--- src/rtl/sc_collatz_tracker.sv ---
// Monitors the Collatz datapath output bus: counts steps from a launched seed
// down to 1, tracks the trajectory peak and hands the result over with valid/ack.
module sc_collatz_tracker #(
  parameter int DATAWIDTH_BUS   = 8,
  parameter int DATAWIDTH_STEPS = 8,
  parameter int DATAWIDTH_STALL = 4,
  parameter int STALL_LIMIT     = 15
) (
  input  logic                       SC_COLLATZTRACKER_CLOCK_50,
  input  logic                       SC_COLLATZTRACKER_RESET_InLow,
  input  logic                       SC_COLLATZTRACKER_start_InHigh,
  input  logic [DATAWIDTH_BUS-1:0]   SC_COLLATZTRACKER_data_InBUS,
  input  logic                       SC_COLLATZTRACKER_ack_InHigh,
  output logic [DATAWIDTH_STEPS-1:0] SC_COLLATZTRACKER_steps_OutBUS,
  output logic [DATAWIDTH_BUS-1:0]   SC_COLLATZTRACKER_peak_OutBUS,
  output logic                       SC_COLLATZTRACKER_valid_OutHigh,
  output logic                       SC_COLLATZTRACKER_busy_OutHigh,
  output logic                       SC_COLLATZTRACKER_error_OutHigh
);

  typedef enum logic [1:0] {IDLE, TRACK, REPORT} state_t;

  localparam logic [DATAWIDTH_STEPS-1:0] STEPS_MAX = '1;
  localparam logic [DATAWIDTH_STALL-1:0] STALL_MAX = DATAWIDTH_STALL'(STALL_LIMIT);
  localparam logic [DATAWIDTH_BUS-1:0]   VAL_ZERO  = '0;
  localparam logic [DATAWIDTH_BUS-1:0]   VAL_ONE   = DATAWIDTH_BUS'(1);

  state_t                     state, state_nx;
  logic [DATAWIDTH_STEPS-1:0] steps, steps_nx;
  logic [DATAWIDTH_BUS-1:0]   peak, peak_nx;
  logic [DATAWIDTH_BUS-1:0]   prev, prev_nx;
  logic [DATAWIDTH_STALL-1:0] stall, stall_nx, stall_inc;
  logic                       valid, valid_nx;
  logic                       busy, busy_nx;
  logic                       error, error_nx;

  logic                       clk, rst_n, start, ack;
  logic [DATAWIDTH_BUS-1:0]   data;

  assign clk   = SC_COLLATZTRACKER_CLOCK_50;
  assign rst_n = SC_COLLATZTRACKER_RESET_InLow;
  assign start = SC_COLLATZTRACKER_start_InHigh;
  assign ack   = SC_COLLATZTRACKER_ack_InHigh;
  assign data  = SC_COLLATZTRACKER_data_InBUS;

  assign stall_inc = stall + 1'b1;

  always_ff @(posedge clk or negedge rst_n) begin
    if (!rst_n) begin
      state <= IDLE;
      steps <= '0;
      peak  <= '0;
      prev  <= '0;
      stall <= '0;
      valid <= 1'b0;
      busy  <= 1'b0;
      error <= 1'b0;
    end else begin
      state <= state_nx;
      steps <= steps_nx;
      peak  <= peak_nx;
      prev  <= prev_nx;
      stall <= stall_nx;
      valid <= valid_nx;
      busy  <= busy_nx;
      error <= error_nx;
    end
  end

  always_comb begin
    state_nx = state;
    steps_nx = steps;
    peak_nx  = peak;
    prev_nx  = prev;
    stall_nx = stall;
    valid_nx = valid;
    busy_nx  = busy;
    error_nx = error;
    case (state)
      IDLE: begin
        if (start) begin
          steps_nx = '0;
          stall_nx = '0;
          prev_nx  = data;
          if (data == VAL_ZERO) begin
            state_nx = REPORT;
            valid_nx = 1'b1;
            error_nx = 1'b1;
            peak_nx  = '0;
          end else if (data == VAL_ONE) begin
            state_nx = REPORT;
            valid_nx = 1'b1;
            error_nx = 1'b0;
            peak_nx  = VAL_ONE;
          end else begin
            state_nx = TRACK;
            busy_nx  = 1'b1;
            peak_nx  = data;
          end
        end
      end
      TRACK: begin
        if (data != prev) begin
          prev_nx  = data;
          stall_nx = '0;
          if (data > peak) peak_nx = data;
          // A change with a saturated counter cannot be recorded, so the run is aborted.
          if (steps == STEPS_MAX) begin
            state_nx = REPORT;
            valid_nx = 1'b1;
            busy_nx  = 1'b0;
            error_nx = 1'b1;
          end else begin
            steps_nx = steps + 1'b1;
            if (data == VAL_ONE) begin
              state_nx = REPORT;
              valid_nx = 1'b1;
              busy_nx  = 1'b0;
              error_nx = 1'b0;
            end
          end
        end else begin
          stall_nx = stall_inc;
          if (stall_inc == STALL_MAX) begin
            state_nx = REPORT;
            valid_nx = 1'b1;
            busy_nx  = 1'b0;
            error_nx = 1'b1;
          end
        end
      end
      REPORT: begin
        if (ack) begin
          state_nx = IDLE;
          valid_nx = 1'b0;
          error_nx = 1'b0;
        end
      end
      default: state_nx = IDLE;
    endcase
  end

  assign SC_COLLATZTRACKER_steps_OutBUS  = steps;
  assign SC_COLLATZTRACKER_peak_OutBUS   = peak;
  assign SC_COLLATZTRACKER_valid_OutHigh = valid;
  assign SC_COLLATZTRACKER_busy_OutHigh  = busy;
  assign SC_COLLATZTRACKER_error_OutHigh = error;

endmodule

--- config.mk ---
export PLATFORM = sky130hd
export DESIGN_NAME = sc_collatz_tracker
export DESIGN_NICKNAME = d
export VERILOG_FILES = /design/src/rtl/sc_collatz_tracker.sv
export SDC_FILE = /design/constraint.sdc
export NUM_CORES = 1
export LEC_CHECK = 0
export ABC_CLOCK_PERIOD_IN_PS = 5100
export BUFFER_PORTS_ARGS = -buffer_cell sky130_fd_sc_hd__buf_4
export CAP_MARGIN = 10
export CORE_MARGIN = 3
export CORE_UTILIZATION = 55
export DETAILED_ROUTE_END_ITERATION = 6
export GPL_TIMING_DRIVEN = 0
export PLACE_DENSITY = 0.82
export SLEW_MARGIN = 20
export SYNTH_ARGS = -nofsm -noshare
export SYNTH_HDL_FRONTEND = slang
export SYNTH_SLANG_ARGS = --single-unit
--- constraint.sdc ---
create_clock -name SC_COLLATZTRACKER_CLOCK_50 -period 5.1 [get_ports SC_COLLATZTRACKER_CLOCK_50]
set_input_delay 1.02 -clock SC_COLLATZTRACKER_CLOCK_50 [delete_from_list [all_inputs] [get_ports SC_COLLATZTRACKER_CLOCK_50]]
set_output_delay 1.02 -clock SC_COLLATZTRACKER_CLOCK_50 [all_outputs]
set_load 0.01 [all_outputs]
== After elaboration in Yosys (flattened, before gate mapping) ==
Cells that the tools add are included.
Operators by class
  reduce and logical (&&, ||, !) cells: 11
  equal/unequal tests: 15
  add/sub/neg operators: 2
  muxes and demuxes: 47
  magnitude comparators: 1
Operator list (count)
  $mux W8: 10
  $pmux W8 S2: 3
  $mux W1: 19
  $mux W2: 8
  $reduce_and A4 Y1: 4
  $ne A2 B2 Y1 const B: 7
  $add A8 B1 Y8 const B: 1
  $eq A8 B1 Y1 const B: 1
  $eq A8 B8 Y1 const B: 1
  $gt A8 B8 Y1: 1
  $logic_not A8 Y1: 1
  $mux W4: 2
  $ne A8 B8 Y1: 1
  $pmux W4 S2: 1
  $pmux W1 S3: 2
  $pmux W2 S3: 1
  $reduce_and A6 Y1: 1
  $add A4 B1 Y4 const B: 1
  $eq A4 B4 Y1 const B: 1
  $ne A4 B4 Y1 const B: 1
  $ne A3 B3 Y1 const B: 1
  $reduce_and A3 Y1: 1
  $reduce_bool A3 Y1: 1
  $eq A2 B1 Y1 const B: 1
  5 further kinds: 5
Word-level totals
  bits of input ports: 12
  register bits: 33
  word-level logic and storage cells: 84
  output and inout port bits: 19

== Depth between registers and ports, before layout ==
Gate-level depths: netlist (run 1).
  word-level depth: 5
  gate-level depth with buffers: 9
  gate-level depth less buffers: 7

== Least setup slack after synthesis (run 1) ==
No wires, ideal clock.
  kind: in2reg
  from: input port SC_COLLATZTRACKER_data_InBUS[1]
  to: register peak[0], in the netlist SC_COLLATZTRACKER_peak_OutBUS[0]
  arrival: 2.347 ns
  data required time: 4.996 ns
  setup time: 0.104 ns
  buffers on the path: 1
  setup slack: 2.650 ns
  stages on the path: 7
  cell sequence: ha_1 > nor2b_1 > o211ai_1 > a21o_1 > clkbuf_1 > a31o_2 > a221oi_1
On the way
  cells in the longest elaborated chain, start to end: 5
  elaborated cells on any way between the ends: 11
  classes of those cells: order compare: 1; eq/ne: 4; mux: 4; reduce/logical: 2
RTL lines
  start: declaration: RTL line 12  | input logic [DATAWIDTH_BUS-1:0] SC_COLLATZTRACKER_data_InBUS,
  parallel branches: the longest is 5 deep, another holds $gt A8 B8 Y1
  end signal: assignment: RTL line 61  | peak <= peak_nx;
  end: declaration: RTL line 30  | logic [DATAWIDTH_BUS-1:0] peak, peak_nx;
Parallel ways; which one is timed is not known. The select of a mux whose other input is x is not followed.
A chain may end at the register's enable or synchronous reset.

== Final worst setup path (run 1) ==
  from: input port SC_COLLATZTRACKER_data_InBUS[7]
  to: register peak[3], in the netlist SC_COLLATZTRACKER_peak_OutBUS[3]
The elaborated chain is that of the path after synthesis.

==> results of run 1 <==
cell type report:
cell class | count | area (um2)
timing repair buffer | 30 | 225
inverter | 18 | 67.6
multi-input combinational | 219 | 1400
tap | 50 | 62.6
buffer | 14 | 56.3
clock inverter | 2 | 37.5
sequential | 33 | 826
clock buffer | 6 | 82.6
fill | 347 | 1300
state kept, by name, indices dropped and copies added, names as in the netlist:
signal,flops
SC_COLLATZTRACKER_steps_OutBUS,8
SC_COLLATZTRACKER_busy_OutHigh,1
stall,4
state,2
prev,8
SC_COLLATZTRACKER_valid_OutHigh,1
SC_COLLATZTRACKER_error_OutHigh,1
SC_COLLATZTRACKER_peak_OutBUS,8
routing by layer:
metal / global-route usage [%] / wire length (um)
met5: 0 / 0
met4: 10.4 / 40
met1: 32.6 / 2680
met3: 4.63 / 465
met2: 40.8 / 2840
through the flow:
stage          instance area (um2)  cells  total power [W]  hold WS [ns]
6_report                      2750    372          0.00147         0.504
3_3_place_gp                  2630    364          0.00118         0.479
2_1_floorplan                 2350    284         0.000964         0.467
3_5_place_dp                  2630    364          0.00120         0.484
4_1_cts                       2750    372          0.00147         0.504
5_1_grt                       2750    372          0.00159         0.526
placed cells by master (no fill, tap or decap), drive strengths merged, types with 3 or more instances in the layout:
cell type  synthesis  layout
xnor2              8       8
a31oi             10      10
a21boi             3       3
or2                3       3
dfrtp             33      33
o211ai            10      10
nand2             36      36
buf                4      34
o31ai              4       4
nor2              25      25
clkbuf            10      16
nor2b              6       6
inv               17      17
nand3             11      11
o22ai              8       8
nor3               4       4
a31o               3       3
ha                15      15
a21oi             19      19
o21ai             14      14
a221oi             8       8
nand4              7       7
how the worst max path moves through the flow:
stage / endpoint / startpoint / slack, ns
6_report: SC_COLLATZTRACKER_peak_OutBUS[3] / SC_COLLATZTRACKER_data_InBUS[7] / 2.45
5_1_grt: SC_COLLATZTRACKER_peak_OutBUS[3] / SC_COLLATZTRACKER_data_InBUS[5] / 2.35
4_1_cts: SC_COLLATZTRACKER_peak_OutBUS[3] / SC_COLLATZTRACKER_data_InBUS[5] / 2.47
3_5_place_dp: SC_COLLATZTRACKER_peak_OutBUS[3] / SC_COLLATZTRACKER_data_InBUS[7] / 2.17
3_3_place_gp: SC_COLLATZTRACKER_peak_OutBUS[5] / SC_COLLATZTRACKER_data_InBUS[7] / 2.24
2_1_floorplan: SC_COLLATZTRACKER_peak_OutBUS[0] / SC_COLLATZTRACKER_data_InBUS[1] / 2.65
power groups by stage:
stage               Combinational, W  Sequential [W]  Clock [W]
floorplan                   0.000540        0.000424          0
global placement            0.000766        0.000415          0
detailed placement          0.000782        0.000419          0
CTS                         0.000787        0.000414   0.000269
global route                0.000881        0.000429   0.000284
finish                      0.000791        0.000414   0.000267
kinds of logic (layout without fill, tap and decap cells):
family	Yosys count	after routing	share of synthesized area, %
and+or+nand+nor	103	103	21.6
AOI/OAI and AO/OA	91	91	26.1
DFF	33	33	35.2
buffers and inverters	32	70	5.28
adders and majority gates	15	15	8.00
xor gates and xnor gates	8	8	2.99
muxes	2	2	0.853
worst register-to-register path, stage by stage (launching register included):
cell and delay (ns):
dfrtp_1 0.41, inv_1 0.11, ha_1 0.17, clkbuf_1 0.33
buf_1 0.42, clkbuf_1 0.47, o22ai_1 0.14, a221oi_1 0.23
==> results.toml, run 1 <==
[sta]
final_period_minus_worst_setup_slack_ns = 2.65
max_freq_mhz = 377
rsz0062_at_grt = "no"
skew_ns = 0.0109
tightest_slew_ns = 0.637
setup_tns_ns = 0
hold_viol_final = 0
setup_slack_ns = 2.45
slew_viol_final = 0
fin_crit_sh_pct = 52.0
maxSlewHeadroom_pct = 57.2
setup_viol = 0

[routing]
viasPerCell = 6.22
firstDrtPassIters = 4
drt_iter0_markers = 209
vias = 2313
drtAntennaViolNets = 0
drt_wl_total_mm = 6.03
drc = 0
avgRoutedWirePerCell_um = 16.2

[power]
pwr-share-comb_pct = 53.7
leakage_nw = 1.20
p_clk_share_pct = 18.1
p_int_w = 0.000809
seqPwrFrac_pct = 28.1
switching_share_pct = 45.1
vdd_drop_max_mv = 0.333
pwr_density_cell_mw_per_mm2 = 535
switchingPower_w = 0.000664

[setup_path]
crit_path_start_kind = "input port"
slowest_delay_ns = 0.32
crit_cells = 8
slowest_stage = "ha_1"
r2r-end = "SC_COLLATZTRACKER_peak_OutBUS[6]"
worstPathMaxFanout = 9
crit_family = "compound AO/OA/AOI/OAI gates"
end_kind = "register"
reg2reg_setup_slack_ns = 2.73
worstPathRequired_ns = 5.29
worst_ep_arrival_time_ns = 2.84
path_cells = "buf_4 -> ha_1 -> nand4_1 -> or2_2 -> clkbuf_1 -> o21ai_1 -> a31o_2 -> a221oi_1"
path_buf_inv = 2
critical_path_class = "in -> reg"
r2r_start = "state[1]"
worst-r2r-cell-count = 7

[worst_hold_path]
hp-class = "reg -> reg"
min_from = "prev[1]"
hold-path-cell-count = 2
holdPathEnd = "prev[1]"

[synthesis]
yosysMostFrequentCell = "nand2_1"
ys_top_cells_by_area = "dfrtp_1 35%, ha_1 8.0%, nand2_1 5.6%"
synthesis.area_mm2 = 0.00235
ys_types = 47
yosysSeqAreaShare_pct = 35.2
synth_top_area_share_pct = 35.2
yosys_warnings = 0
synth_area_leader_cell = "dfrtp_1"
synthesis.nets = 311
synthFlopType = "dfrtp_1"
synth_async_sr_flop_share_pct = 100
syn_avg_cell_area_um2 = 8.26
synth_cells = 284
synth_commonest_cells = "35 x nand2_1, 33 x dfrtp_1, 25 x nor2_1"
synth_seq_cells = 33
synth_edf_count = 0

[floorplan]
die_w_um = 71.3
initial_core_util_pct = 57.8
rows = 23
core-area_mm2 = 0.00406
die_h_um = 71.3
top_level_ports = 31
die-area_mm2 = 0.00509

[grt]
overflow = 0
grtUsageTotal_pct = 25.0
grt_max_degree = 34
grt_pass1_wl_mm = 10.1
grt_pass1_vias = 2173
grt_antenna_before_repair = 0

[finish]
antenna-diode-count = 0
fin_util_pct = 67.9
nNetsFinal = 348
area_growth_pct = 17.4
drive_above_1_share_pct = 15.2

[run_status]
status = "complete, no violations"

[clocking]
postCtsSetupRepairBufs = 0
htree_levels = 2
cts_resized = 0
clock_path_buffers = 2
tritoncts = "done"
cts_buffers = 5
cts_sinks = 33
clk_latency_ns = 0.30
holdBufCountCts = 0
path_clk_slew_ns = 0.08
cts_root_buffer = "clkbuf_8"

[place]
dp.final_hpwl_mm = 4.29
gp_congestion = 0.875
port-buffer-count = 30
dp_slack_ns = 2.17

[job]
maxCapViolations = 0
No activity file was read; power rests on OpenSTA's default activity.
==> inputs of run 2 (changes only) <==
--- a/config.mk
+++ b/config.mk
@@ -5,7 +5,7 @@
 export SDC_FILE = /design/constraint.sdc
 export NUM_CORES = 1
 export LEC_CHECK = 0
-export ABC_CLOCK_PERIOD_IN_PS = 5100
+export ABC_CLOCK_PERIOD_IN_PS = 2500
 export BUFFER_PORTS_ARGS = -buffer_cell sky130_fd_sc_hd__buf_4
 export CAP_MARGIN = 10
 export CORE_MARGIN = 3
==> constraint.sdc (replaced) <==
create_clock -name SC_COLLATZTRACKER_CLOCK_50 -period 2.5 [get_ports SC_COLLATZTRACKER_CLOCK_50]
set_input_delay 0.5 -clock SC_COLLATZTRACKER_CLOCK_50 [delete_from_list [all_inputs] [get_ports SC_COLLATZTRACKER_CLOCK_50]]
set_output_delay 0.5 -clock SC_COLLATZTRACKER_CLOCK_50 [all_outputs]
set_load 0.01 [all_outputs]
==> run 2 against run 1 <==
Register-to-register slack lost 2.5 ns. Critical path type is now reg -> reg. Global-route usage is the same. Sequential cell count is the same. Largest power group unchanged. Clock power grew 100%. Critical path depth shrank 1. Worst setup slack lost 2.2 ns. Sequential power grew 100%. Highest routed layer unchanged. Via count grew 0.35%. Combinational power grew 100%.
==> results.toml, run 2 (synthesis results as in run 1) <==
[sta]
slew_viol_final = 0
max_freq_mhz = 447
setup_tns_ns = 0
tightest_slew_ns = 0.623
hold_viol_final = 0
maxSlewHeadroom_pct = 58.2
holdWs_ns = 0.132
setup_viol = 0
rsz0062_at_grt = "no"
fin_crit_sh_pct = 89.5
final_period_minus_worst_setup_slack_ns = 2.24
skew_ns = 0.0108

[clocking]
clock_path_buffers = 2
postCtsSetupRepairBufs = 0
tritoncts = "done"
clk_latency_ns = 0.30
cts_sinks = 33
htree_levels = 2
cts_root_buffer = "clkbuf_8"
path_clk_slew_ns = 0.08
cts_buffers = 5

[worst_hold_path]
hp-class = "in -> async"

[floorplan]
rows = 23
die_w_um = 71.3
die_h_um = 71.3
die-area_mm2 = 0.00509
top_level_ports = 31
core-area_mm2 = 0.00406
initial_core_util_pct = 57.8

[grt]
grt_pass1_wl_mm = 10.1
overflow = 0
grt_max_degree = 34
grt_antenna_before_repair = 0
grt_pass1_vias = 2173
grtUsageTotal_pct = 25.0

[finish]
layout_commonest_cell = "nand2_1"
stdcell_count = 372
layout_common_cells = "35 x nand2_1, 33 x dfrtp_1, 30 x buf_4, 25 x nor2_1, 19 x a21oi_1"
drive_above_1_share_pct = 16.1
nNetsFinal = 348
antenna-diode-count = 0
area_growth_pct = 17.6
design_area_mm2 = 0.00276

[power]
p_int_w = 0.00166
switching_share_pct = 44.9
pwr-share-comb_pct = 53.9
vdd_drop_max_mv = 0.685
p_clk_share_pct = 18.1
pwr_density_cell_mw_per_mm2 = 1090
switchingPower_w = 0.00135
seqPwrFrac_pct = 28.0
leakage_nw = 1.21

[place]
gp_congestion = 0.875
dp.final_hpwl_mm = 4.29
placed_area_mm2 = 0.00263
port-buffer-count = 30
placed_cells = 364

[setup_path]
crit_path_frequent_cell = "clkbuf_1"
slowest_delay_ns = 0.42
crit_family = "buffers and inverters"
critical_path_class = "reg -> reg"
end_kind = "register"
worstPathRequired_ns = 2.71
path_cells = "inv_1 -> ha_1 -> clkbuf_1 -> buf_1 -> clkbuf_1 -> o31ai_1 -> a2bb2oi_1"
worstPathMaxFanout = 10
slowest_stage = "buf_1"
crit_path_start_kind = "register"
worst_ep_arrival_time_ns = 2.45
path_buf_inv = 4

[job]
maxCapViolations = 0

[run_status]
status = "complete, no violations"

[routing]
drt_wl_total_mm = 6.03
viasPerCell = 6.24
drt_iter0_markers = 227
avgRoutedWirePerCell_um = 16.2
vias = 2321
drc = 0
firstDrtPassIters = 4
drtAntennaViolNets = 0
-- run 2: changes by cell type in the layout (fill, tap and decap cells not counted) --
cell	previous run	this run
nor2b_1	6	5
nor2b_2	0	1
clkbuf_2	0	2
clkbuf_1	10	8
-- run 2: area by class of cell --
class                           count  area (um2)
Clock buffer                        6        82.6
Sequential cell                    33         826
Timing Repair Buffer               30         225
Buffer                             14        58.8
Clock inverter                      2        37.5
Multi-Input combinational cell    219        1400
Fill cell                         346        1300
Inverter                           18        67.6
Tap cell                           50        62.6
-- run 2: worst register-to-register path, stage by stage, from the launching register on --
cell	delay, ns
dfrtp_1	0.41
inv_1	0.11
ha_1	0.17
clkbuf_1	0.33
buf_1	0.42
clkbuf_1	0.41
o31ai_1	0.14
a2bb2oi_1	0.19
-- run 2: per-layer routing --
| layer | vias up | wire (um) | part of all wire, % | global-route usage, % |
|---|---|---|---|---|
| li1 | 1121 | - | - | - |
| met1 | 1105 | 2760 | 46 | 32.6 |
| met2 | 84 | 2800 | 46 | 40.8 |
| met3 | 11 | 379 | 6.3 | 4.63 |
| met4 | 0 | 90 | 1.5 | 10.4 |
| met5 | - | 0 | 0 | 0 |
-- run 2: power by group through the flow --
| stage | Sequential (W) | Clock, W | Combinational [W] |
|---|---|---|---|
| after floorplan | 0.000866 | 0 | 0.00110 |
| after global placement | 0.000846 | 0 | 0.00156 |
| after detailed placement | 0.000854 | 0 | 0.00159 |
| after CTS | 0.000844 | 0.000549 | 0.00161 |
| after global routing | 0.000875 | 0.000580 | 0.00181 |
| final | 0.000845 | 0.000544 | 0.00162 |
-- run 2: per-stage QoR --
stage          total power, W  setup slack, ns  util [%]
4_1_cts               0.00300            0.184      67.9
5_1_grt               0.00326           0.0236      68.0
2_1_floorplan         0.00197            0.562         -
6_report              0.00301            0.263      68.0
3_3_place_gp          0.00241            0.164      64.9
3_5_place_dp          0.00245           0.0935      64.9
-- run 2: final timing paths --
kind | cells past startpoint | slack (ns) | to | start
worst max-delay path | 7 | 0.26 | SC_COLLATZTRACKER_steps_OutBUS[6] | state[1]
max in group asynchronous | 1 | 2.05 | state[1] | SC_COLLATZTRACKER_RESET_InLow
worst min-delay path | 1 | 0.13 | SC_COLLATZTRACKER_peak_OutBUS[1] | SC_COLLATZTRACKER_RESET_InLow
worst max register to register | 7 | 0.26 | SC_COLLATZTRACKER_steps_OutBUS[6] | state[1]
min in group SC_COLLATZTRACKER_CLOCK_50 | 3 | 0.48 | prev[4] | SC_COLLATZTRACKER_data_InBUS[4]
worst min register to register | 2 | 0.50 | prev[1] | prev[1]
-- run 2: repair_timing --
action / 4_1_cts / 5_1_grt
gates resized for setup: 0 / 5
hold buffers: 0 / 0
endpoints found under the setup margin: 0 / 12
==> inputs of run 3 (changes only) <==
--- a/config.mk
+++ b/config.mk
@@ -5,11 +5,13 @@
 export SDC_FILE = /design/constraint.sdc
 export NUM_CORES = 1
 export LEC_CHECK = 0
+export ABC_AREA = 1
 export ABC_CLOCK_PERIOD_IN_PS = 2500
 export BUFFER_PORTS_ARGS = -buffer_cell sky130_fd_sc_hd__buf_4
 export CAP_MARGIN = 10
 export CORE_MARGIN = 3
 export CORE_UTILIZATION = 55
+export CTS_CLUSTER_DIAMETER = 100
 export DETAILED_ROUTE_END_ITERATION = 6
 export GPL_TIMING_DRIVEN = 0
 export PLACE_DENSITY = 0.82
==> run 3 against run 2 <==
Worst setup slack improved by 0.40 ns. Routed wire length fell by 28%. Sequential cell count did not move. Highest routed layer unchanged. Power fell by 12%. Die area fell by 7.1%. Count of clock-buffer cells in the layout fell by 1. Worst hold slack improved by 0.012 ns. Critical path type unchanged. Final cell count rose by 3.2%.
==> results.toml, run 3 <==
[power]
switchingPower_w = 0.00119
pwr_density_cell_mw_per_mm2 = 1040
power_w = 0.00264
seqPwrFrac_pct = 32.5
p_int_w = 0.00146
pwr-share-comb_pct = 52.4
switching_share_pct = 44.9
vdd_drop_max_mv = 0.500
p_clk_share_pct = 15.2
leakage_nw = 1.40

[grt]
grt_pass1_vias = 1786
grtUsageTotal_pct = 21.2
grt_pass1_wl_mm = 7.55
grt_antenna_before_repair = 0
grt_max_degree = 34
overflow = 0

[sta]
setup_viol = 0
setup_tns_ns = 0
final_period_minus_worst_setup_slack_ns = 1.84
slew_viol_final = 0
fin_crit_sh_pct = 73.7
rsz0062_at_grt = "no"
tightest_slew_ns = 0.452
hold_viol_final = 0
holdWs_ns = 0.145
maxSlewHeadroom_pct = 69.9
max_freq_mhz = 543
skew_ns = 0.0103

[routing]
viasPerCell = 4.98
vias = 1911
drt_iter0_markers = 74
drtAntennaViolNets = 0
drc = 0
avgRoutedWirePerCell_um = 11.4
drt_wl_total_mm = 4.36
firstDrtPassIters = 4

[clocking]
htree_levels = 2
clk_latency_ns = 0.29
postCtsSetupRepairBufs = 0
tritoncts = "done"
holdBufCountCts = 0
cts_sinks = 33
cts_resized = 0
path_clk_slew_ns = 0.08
cts_root_buffer = "clkbuf_8"
clock_path_buffers = 2
cts_buffers = 5

[synthesis]
yosysSeqAreaShare_pct = 38.2
ys_types = 29
synth_edf_count = 0
synthesis.area_mm2 = 0.00216
synth_seq_cells = 33
synthFlopType = "dfrtp_1"
ys_top_cells_by_area = "dfrtp_1 38%, nand2_1 18%, ha_1 8.7%"
synthesis.nets = 325
synth_area_leader_cell = "dfrtp_1"
yosysMostFrequentCell = "nand2_1"
synth_top_area_share_pct = 38.2
synth_cells = 298
synth_async_sr_flop_share_pct = 100
synth_commonest_cells = "106 x nand2_1, 37 x inv_1, 33 x dfrtp_1"
syn_avg_cell_area_um2 = 7.26
yosys_warnings = 0

[floorplan]
initial_core_util_pct = 58.2
die_w_um = 68.7
die-area_mm2 = 0.00472
rows = 22
top_level_ports = 31
die_h_um = 68.7
core-area_mm2 = 0.00372

[setup_path]
path_cells = "ha_1 -> nand3_1 -> nor2_1 -> nand3_1 -> nor2_2 -> nor2_2 -> nand2_1 -> o21ai_1"
crit_path_start_kind = "register"
crit_family = "simple AND/OR/NAND/NOR gates"
worst_ep_arrival_time_ns = 2.01
r2r_start = "SC_COLLATZTRACKER_steps_OutBUS[0]"
worstPathMaxFanout = 10
path_buf_inv = 0
worst-r2r-cell-count = 8
critical_path_class = "reg -> reg"
slowest_stage = "dfrtp_1"
worstPathRequired_ns = 2.67
reg2reg_setup_slack_ns = 0.66
end_kind = "register"
r2r-end = "SC_COLLATZTRACKER_steps_OutBUS[4]"
slowest_delay_ns = 0.42

[place]
placed_cells = 376
port-buffer-count = 30
dp.final_hpwl_mm = 3.28
gp_congestion = 0.798

[finish]
layout_commonest_cell = "nand2_1"
fin_util_pct = 68.2
stdcell_count = 384
nNetsFinal = 362
area_growth_pct = 17.2
drive_above_1_share_pct = 16.7
layout_common_cells = "106 x nand2_1, 37 x inv_1, 33 x dfrtp_1, 31 x buf_4, 20 x nor2_1"
n_fill_cell = 321
antenna-diode-count = 0

[run_status]
status = "complete, no violations"

[worst_hold_path]
hp-class = "in -> async"

[job]
maxCapViolations = 0
==> run 3: metrics by stage <==
stage | setup WS (ns) | instance area (um2)
after floorplan | 0.917 | 2160
after global placement | 0.629 | 2450
after detailed placement | 0.621 | 2450
after CTS | 0.660 | 2530
after global routing | 0.400 | 2530
final | 0.658 | 2530
==> run 3: kinds of logic after synthesis <==
| group | after synthesis | synth area share (%) |
|---|---|---|
| AO/OA/AOI/OAI | 32 | 8.21 |
| AND/OR/NAND/NOR | 165 | 33.6 |
| XOR/XNOR | 5 | 2.02 |
| flip-flops | 33 | 38.2 |
| buffers and inverters | 48 | 9.31 |
| adder cells (fa/ha/maj) | 15 | 8.68 |
==> run 3: area by class of cell <==
cell class | count | area [um2] | area share [%]
Sequential cell | 33 | 826 | 32.6
Clock buffer | 5 | 68.8 | 2.71
Multi-Input combinational cell | 217 | 1140 | 44.8
Buffer | 4 | 33.8 | 1.33
Clock inverter | 3 | 17.5 | 0.691
Tap cell | 48 | 60.1 | 2.37
Timing Repair Buffer | 30 | 225 | 8.88
Inverter | 44 | 168 | 6.61
==> run 3: power by group through the flow <==
stage	Sequential (W)	Clock [W]	Combinational, W
after floorplan	0.000882	0	0.000973
after global placement	0.000855	0	0.00136
after detailed placement	0.000865	0	0.00139
after CTS	0.000856	0.000410	0.00141
after global routing	0.000885	0.000433	0.00159
final	0.000858	0.000401	0.00138
==> run 3: worst max path at each step <==
stage / to / depth (start not counted) / startpoint / slack, ns
2_1_floorplan: SC_COLLATZTRACKER_peak_OutBUS[0] / 10 / SC_COLLATZTRACKER_data_InBUS[3] / 0.92
3_3_place_gp: SC_COLLATZTRACKER_peak_OutBUS[4] / 11 / SC_COLLATZTRACKER_data_InBUS[3] / 0.63
3_5_place_dp: SC_COLLATZTRACKER_peak_OutBUS[2] / 11 / SC_COLLATZTRACKER_data_InBUS[3] / 0.62
4_1_cts: SC_COLLATZTRACKER_steps_OutBUS[3] / 8 / SC_COLLATZTRACKER_steps_OutBUS[0] / 0.66
5_1_grt: state[1] / 10 / SC_COLLATZTRACKER_steps_OutBUS[0] / 0.40
6_report: SC_COLLATZTRACKER_steps_OutBUS[4] / 8 / SC_COLLATZTRACKER_steps_OutBUS[0] / 0.66
==> run 3: routing by layer <==
metal / global-route usage (%) / part of all wire, % / vias to the layer above
met4: 6.57 / 1.4 / 0
met1: 25.4 / 47 / 855
li1: - / - / 1013
met2: 37.8 / 48 / 36
met5: 0 / 0 / -
met3: 4.38 / 4.4 / 7
==> run 3: worst reg2reg max path, stage by stage, from the launching register on <==
cell and delay, ns:
dfrtp_1 0.42, ha_1 0.22, nand3_1 0.11, nor2_1 0.18, nand3_1 0.22, nor2_2 0.28, nor2_2 0.15, nand2_1 0.08
o21ai_1 0.06
